File: src/rtl/factor_seq_pkg.sv
// Shared states, constants and helpers for the factorization job sequencer.
package factor_seq_pkg;

  typedef enum logic [2:0] {IDLE, LOAD, RUN, CHECK, RESP} state_e;

  localparam logic [31:0] SEED_STEP = 32'h9E3779B9;
  localparam int          MIN_N     = 9;
  localparam int          WDOG_W    = 24;

  // N is split into a 4-bit MSB slice and two equal lower slices of this width.
  function automatic int n_low_width(input int n_digit);
    return n_digit / 2 - 2;
  endfunction

  function automatic logic [31:0] attempt_seed(input logic [31:0] base, input logic [3:0] attempt);
    logic [31:0] s;
    s = base + ({28'd0, attempt} * SEED_STEP);
    return (s == 32'd0) ? 32'd1 : s;
  endfunction

endpackage

File: src/rtl/factor_check.sv
// Two-stage factor check: captures X/Y/N, then registers ok = (X*Y==N) && X!=1 && Y!=1.
module factor_check #(
  parameter int HALF_W = 32
) (
  input  logic                  clk_i,
  input  logic                  rst_ni,
  input  logic                  valid_i,
  input  logic [HALF_W-1:0]     x_i,
  input  logic [HALF_W-1:0]     y_i,
  input  logic [2*HALF_W-1:0]   n_i,
  output logic                  ok_o,
  output logic                  done_o
);

  logic [HALF_W-1:0]   x_q, y_q;
  logic [2*HALF_W-1:0] n_q;
  logic [2*HALF_W-1:0] prod;
  logic                stage_q, ok_q, done_q;

  assign prod = {{HALF_W{1'b0}}, x_q} * {{HALF_W{1'b0}}, y_q};

  always_ff @(posedge clk_i or negedge rst_ni) begin
    if (!rst_ni) begin
      x_q     <= '0;
      y_q     <= '0;
      n_q     <= '0;
      stage_q <= 1'b0;
      ok_q    <= 1'b0;
      done_q  <= 1'b0;
    end else begin
      stage_q <= valid_i;
      done_q  <= stage_q;
      if (valid_i) begin
        x_q <= x_i;
        y_q <= y_i;
        n_q <= n_i;
      end
      if (stage_q) begin
        ok_q <= (prod == n_q) && (x_q != HALF_W'(1)) && (y_q != HALF_W'(1));
      end
    end
  end

  assign ok_o   = ok_q;
  assign done_o = done_q;

endmodule

File: src/rtl/factor_job_sequencer.sv
// Job controller around the p-bit factorization engine: launch, check, retry, respond.
// Optional FACTOR_SEQ_WATCHDOG_EN aborts an attempt after 2^24-1 RUN cycles without eng_end.
module factor_job_sequencer
  import factor_seq_pkg::*;
#(
  parameter int MAX_N_DIGIT = 64,
  parameter int COUNTER_BIT = 32,
  parameter int MAX_RETRY   = 8,
  parameter int OPS_W       = COUNTER_BIT + 4
) (
  input  logic                     clk_i,
  input  logic                     rst_ni,
  input  logic                     req_valid_i,
  output logic                     req_ready_o,
  input  logic [MAX_N_DIGIT-1:0]   req_N_i,
  input  logic [31:0]              req_seed_i,
  output logic                     resp_valid_o,
  input  logic                     resp_ready_i,
  output logic                     resp_ok_o,
  output logic                     resp_err_o,
  output logic [MAX_N_DIGIT/2-1:0] resp_X_o,
  output logic [MAX_N_DIGIT/2-1:0] resp_Y_o,
  output logic [3:0]               resp_tries_o,
  output logic [OPS_W-1:0]         resp_ops_o,
  output logic                     eng_start_o,
  output logic [31:0]              eng_seed_o,
  output logic [3:0]               eng_N_MSB_o,
  output logic [MAX_N_DIGIT/2-3:0] eng_N_MID_o,
  output logic [MAX_N_DIGIT/2-3:0] eng_N_LSB_o,
  input  logic                     eng_end_i,
  input  logic [COUNTER_BIT-1:0]   eng_count_i,
  input  logic [MAX_N_DIGIT/2-1:0] eng_X_i,
  input  logic [MAX_N_DIGIT/2-1:0] eng_Y_i
);

  localparam int         HALF_W   = MAX_N_DIGIT / 2;
  localparam int         LOW_W    = n_low_width(MAX_N_DIGIT);
  localparam logic [3:0] LAST_TRY = 4'(MAX_RETRY - 1);

  state_e                 state_q;
  logic [MAX_N_DIGIT-1:0] n_q, eng_n_q;
  logic [31:0]            seed_q, eng_seed_q;
  logic [3:0]             attempt_q, resp_tries_q;
  logic [OPS_W-1:0]       ops_q, ops_add;
  logic [OPS_W:0]         ops_sum;
  logic [HALF_W-1:0]      resp_x_q, resp_y_q;
  logic                   eng_start_q, resp_valid_q, resp_ok_q, resp_err_q;
  logic                   reject, run_done, attempt_ok, chk_ok, chk_done;

`ifdef FACTOR_SEQ_WATCHDOG_EN
  logic [WDOG_W-1:0] wdog_q;
  logic              abort_q;
`endif

  assign reject  = !req_N_i[0] || (req_N_i < MAX_N_DIGIT'(MIN_N));
  assign ops_sum = {1'b0, ops_q} + {{(OPS_W + 1 - COUNTER_BIT){1'b0}}, eng_count_i};
  assign ops_add = ops_sum[OPS_W] ? {OPS_W{1'b1}} : ops_sum[OPS_W-1:0];

  always_comb begin
    run_done   = eng_end_i;
    attempt_ok = chk_ok;
`ifdef FACTOR_SEQ_WATCHDOG_EN
    run_done   = eng_end_i || (wdog_q == {WDOG_W{1'b1}});
    attempt_ok = chk_ok && !abort_q;
`endif
  end

  factor_check #(.HALF_W(HALF_W)) u_check (
    .clk_i   (clk_i),
    .rst_ni  (rst_ni),
    .valid_i ((state_q == RUN) && run_done),
    .x_i     (eng_X_i),
    .y_i     (eng_Y_i),
    .n_i     (n_q),
    .ok_o    (chk_ok),
    .done_o  (chk_done)
  );

  always_ff @(posedge clk_i or negedge rst_ni) begin
    if (!rst_ni) begin
      state_q      <= IDLE;
      n_q          <= '0;
      seed_q       <= '0;
      attempt_q    <= '0;
      ops_q        <= '0;
      eng_start_q  <= 1'b0;
      eng_seed_q   <= 32'd1;
      eng_n_q      <= '0;
      resp_valid_q <= 1'b0;
      resp_ok_q    <= 1'b0;
      resp_err_q   <= 1'b0;
      resp_x_q     <= '0;
      resp_y_q     <= '0;
      resp_tries_q <= '0;
`ifdef FACTOR_SEQ_WATCHDOG_EN
      wdog_q       <= '0;
      abort_q      <= 1'b0;
`endif
    end else begin
      unique case (state_q)
        IDLE: if (req_valid_i) begin
          n_q       <= req_N_i;
          seed_q    <= req_seed_i;
          attempt_q <= '0;
          ops_q     <= '0;
          resp_x_q  <= '0;
          resp_y_q  <= '0;
          if (reject) begin
            resp_valid_q <= 1'b1;
            resp_err_q   <= 1'b1;
            resp_ok_q    <= 1'b0;
            resp_tries_q <= '0;
            state_q      <= RESP;
          end else begin
            resp_err_q <= 1'b0;
            eng_n_q    <= req_N_i;
            eng_seed_q <= attempt_seed(req_seed_i, 4'd0);
            state_q    <= LOAD;
          end
        end
        LOAD: begin
          eng_start_q <= 1'b1;
          state_q     <= RUN;
`ifdef FACTOR_SEQ_WATCHDOG_EN
          wdog_q      <= '0;
`endif
        end
        RUN: begin
`ifdef FACTOR_SEQ_WATCHDOG_EN
          wdog_q <= wdog_q + 1'b1;
          if (run_done) abort_q <= !eng_end_i;
`endif
          if (run_done) begin
            resp_x_q <= eng_X_i;
            resp_y_q <= eng_Y_i;
            ops_q    <= ops_add;
            state_q  <= CHECK;
          end
        end
        // Engine stays started through CHECK so its X/Y remain valid.
        CHECK: if (chk_done) begin
          eng_start_q <= 1'b0;
          if (attempt_ok || (attempt_q == LAST_TRY)) begin
            resp_ok_q    <= attempt_ok;
            resp_tries_q <= attempt_q + 4'd1;
            resp_valid_q <= 1'b1;
            state_q      <= RESP;
          end else begin
            attempt_q  <= attempt_q + 4'd1;
            eng_seed_q <= attempt_seed(seed_q, attempt_q + 4'd1);
            state_q    <= LOAD;
          end
        end
        RESP: if (resp_ready_i) begin
          resp_valid_q <= 1'b0;
          state_q      <= IDLE;
        end
        default: state_q <= IDLE;
      endcase
    end
  end

  assign req_ready_o  = (state_q == IDLE);
  assign resp_valid_o = resp_valid_q;
  assign resp_ok_o    = resp_ok_q;
  assign resp_err_o   = resp_err_q;
  assign resp_X_o     = resp_x_q;
  assign resp_Y_o     = resp_y_q;
  assign resp_tries_o = resp_tries_q;
  assign resp_ops_o   = ops_q;
  assign eng_start_o  = eng_start_q;
  assign eng_seed_o   = eng_seed_q;
  assign eng_N_MSB_o  = eng_n_q[MAX_N_DIGIT-1 -: 4];
  assign eng_N_MID_o  = eng_n_q[2*LOW_W-1 -: LOW_W];
  assign eng_N_LSB_o  = eng_n_q[LOW_W-1:0];

  // LOAD holds the engine in reset, so completion on the first RUN cycle is an engine fault.
  first_run_no_end: assert property (@(posedge clk_i) disable iff (!rst_ni)
    ((state_q == RUN) && ($past(state_q) == LOAD)) |-> !eng_end_i);

endmodule

File: config.mk
export PLATFORM = sky130hd
export DESIGN_NAME = factor_job_sequencer
export DESIGN_NICKNAME = d
export VERILOG_FILES = /design/src/rtl/factor_seq_pkg.sv /design/src/rtl/factor_check.sv /design/src/rtl/factor_job_sequencer.sv
export SDC_FILE = /design/constraint.sdc
export NUM_CORES = 2
export LEC_CHECK = 0
export ABC_AREA = 1
export CAP_MARGIN = 30
export CELL_PAD_IN_SITES_DETAIL_PLACEMENT = 1
export CELL_PAD_IN_SITES_GLOBAL_PLACEMENT = 2
export CORE_UTILIZATION = 33
export DETAILED_ROUTE_END_ITERATION = 12
export PLACE_DENSITY_LB_ADDON = 0.1
export SLEW_MARGIN = 5
export SYNTH_ARGS = -nofsm -noshare
export SYNTH_HDL_FRONTEND = slang
export SYNTH_HIERARCHICAL = 1
export SYNTH_SLANG_ARGS = --single-unit
File: constraint.sdc
create_clock -name clk_i -period 7 [get_ports clk_i]
set_clock_uncertainty 0.05 [all_clocks]
set_input_delay 0.7 -clock clk_i [delete_from_list [all_inputs] [get_ports clk_i]]
set_output_delay 0.7 -clock clk_i [all_outputs]
set_load 0.02 [all_outputs]
==> out/metrics.cfg <==
[synth]
synth_nets=8800
syn-instance-count=7333
ys_types=52
synthFlopType=dfrtp_1
synth_compound_area_share_pct=4.73
synth_top_family_by_area=adder cells
ys_ff_latch=438
syn_avg_cell_area_um2=7.87
synth_area_mm2=0.0577
yosysSeqAreaShare_pct=19.0
synth.area.mux_share_pct=1.37
synth-simple-area-share_pct=21.4
async_flop_share_pct=100
synth_edf_count=0
synth_xor_area_share_pct=1.71
synth_warnings=6
synth-adder-area-share_pct=39.6

[setup_path]
crit_fanout=6
critPathKind=flop to flop
critPathSlowestCell=fa_2
cp_data_arrival_time_ns=7.74
crit_top_cell=nand2_1
start_kind=flop
critPathTopFamily=adder cells
required_ns=7.56
cp.buffers_inverters=5
endpoint_kind=flop
cpPeakStageDelay_ns=0.62

[routing]
wl_met2_um=104000
drt.antenna.violating_nets=0
vias=48500
met3_length_um=7130
first_pass_iters=5
drt-met1-wl_um=102000
routedWlPerCell_um=21.0
drtIter0Drc=2296
dr.max_layer_used=met4
drc_errors=0
viasPerCell=4.71
routed_wl_um=216000

[sta]
finalCriticalPeriod_ns=7.19
tightest_slew_ns=0.957
holdWs_ns=0.366
finalCritPeriodShare_pct=103
tns_ns=-0.185
slew_viol_final=0
max_freq_ghz=0.139
relSlewSlack_pct=36.2
finalWorstSetupSlack_ns=-0.185
finalSetupViolCount=1
hold_viol_final=0
rsz0062_at_grt=true

[run]
maxCapViolCount=0

[cells_and_area]
final_common_cell=nand2_1
syn_to_final_growth_pct=23.3
final_area_mm2=0.0712
final_cell_mix=nand2_1 (2,492), inv_1 (1,495), fa_1 (887)
antenna_cells=0
nets=9396
drive_gt1_share_pct=11.6

[clock_network]
cts_made_buffers=54
clock-sinks=438
cts_tree=yes
clock_latency_ns=0.67
cts_buffer_depth=3
clk_pin_slew_ns=0.07
cts-root-buf=clkbuf_16
cts_htree_levels=2

[grt]
grt_max_degree=146
grt_overflow=0
grt_pass1_wl_um=332000
grt_usage_pct=24.6
antenna_found_initial=1
grt_pass1_vias=53800

[die]
die_y_um=420
initial_core_util_pct=33.2
ios=402
die_area_mm2=0.177
dieWidth_um=420
core_area_mm2=0.174
rows=153

[placed_design]
postPlaceCellArea_mm2=0.0678
place_ws_ns=-0.578
place.gp.congestion=0.899
portBuffers=401
post-dp-hpwl_um=183000

[run_status]
outcome=finished, violations left
violations=setup timing

[hold_path]
hold_path.class=flop to flop

-- registers in the layout, summed over array words and instances, names as in the netlist, 3 cells and up --
name and flops:
resp_tries_o 4, n_q 64, seed_q 32, attempt_q 4, u_check/y_q 32, u_check/x_q 32, u_check/n_q 64, eng_n_q 64
eng_seed_o 32, resp_Y_o 32, state_q 3, resp_ops_o 36, resp_X_o 32
-- per-layer routing --
| metal | up-vias | track usage (%) |
|---|---|---|
| met5 | - | 0 |
| met4 | 0 | 3.77 |
| met3 | 132 | 2.48 |
| met2 | 682 | 41.5 |
| met1 | 24900 | 34.7 |
| li1 | 22800 | - |
-- cells in the mapped netlist (2+ instances only) --
| cell | count | share of area [%] |
|---|---|---|
| mux2_2 | 70 | 1.4 |
| a21oi_1 | 113 | 0.98 |
| nor4_1 | 19 | 0.21 |
| a21o_1 | 6 | 0.078 |
| clkbuf_1 | 308 | 2.0 |
| a31oi_1 | 8 | 0.087 |
| buf_4 | 2 | 0.026 |
| o211ai_1 | 4 | 0.052 |
| o21ai_2 | 3 | 0.046 |
| buf_2 | 18 | 0.16 |
| nor3_1 | 26 | 0.23 |
| a21boi_0 | 3 | 0.039 |
| nand4_1 | 53 | 0.57 |
| xor2_1 | 61 | 0.93 |
| nand2_1 | 2537 | 16 |
| xnor2_1 | 49 | 0.74 |
| and3_1 | 2 | 0.022 |
| or2_2 | 10 | 0.11 |
| o21a_1 | 7 | 0.091 |
| fa_1 | 925 | 32 |
| o21ai_0 | 234 | 2.0 |
| nand3_2 | 7 | 0.12 |
| nor2_2 | 19 | 0.21 |
| buf_6 | 3 | 0.059 |
| a22o_1 | 64 | 0.97 |
| nand3b_2 | 2 | 0.039 |
| o21ai_1 | 5 | 0.043 |
| o21bai_1 | 16 | 0.21 |
| nand2_4 | 3 | 0.059 |
| ha_1 | 345 | 7.5 |
| nor2_1 | 255 | 1.7 |
| nor3_2 | 4 | 0.069 |
| inv_1 | 1504 | 9.8 |
| nand3_1 | 132 | 1.1 |
| inv_2 | 21 | 0.14 |
| nand3b_1 | 16 | 0.21 |
| nor2_4 | 4 | 0.078 |
| and2_1 | 3 | 0.033 |
| buf_1 | 15 | 0.098 |
| nand2_2 | 8 | 0.087 |
| o22ai_1 | 2 | 0.022 |
| dfrtp_1 | 437 | 19 |
-- final timing paths --
path                       slack (ns)              to  depth (start not counted)            start
setup / recovery                -0.19    u_check/ok_o                         30   u_check/x_q[5]
hold / removal                   0.37  u_check/done_o                          0  u_check/stage_q
min in group asynchronous        0.56  resp_ops_o[20]                          2           rst_ni
max in group asynchronous        4.88    resp_Y_o[21]                          3           rst_ni
setup reg to reg                -0.19    u_check/ok_o                         30   u_check/x_q[5]
hold reg to reg                  0.37  u_check/done_o                          0  u_check/stage_q
-- stage by stage --
stage	std cells	utilization [%]
5_1_grt	10300	41.0
2_1_floorplan	7333	-
4_1_cts	10300	40.3
3_5_place_dp	10200	39.0
3_3_place_gp	10100	38.9
6_report	10300	41.0
-- cells by family (layout without fill, tap and decap cells) --
kind of cell    count (synthesis)  after routing
xor+xnor                      111            111
mux                            70             70
compound gates                470            470
simple gates                 3102           3102
buf+inv                      1872           2511
fa+ha+maj                    1270           1270
flops                         438            438
-- cell type report --
type,count,area (µm²)
fillers,20800,103000
flip-flops and latches,438,11000
clock buffers,65,1440
clock inverters,34,495
inverters,1525,5740
well taps,2325,2910
multi-input cells,5023,40600
repair buffers,887,9060
-- repair_timing --
item                       4_1_cts  5_1_grt
cloned                           0        9
setup endpoints to repair        1        1
pin swaps                       15       96
hold buffers                     1        0
hold endpoints to repair         3        0
gates resized for setup         55      195
setup buffers                   12       25
Power is not shown: default switching activity piles up to over one toggle a cycle in this logic, so the estimate is an artifact.
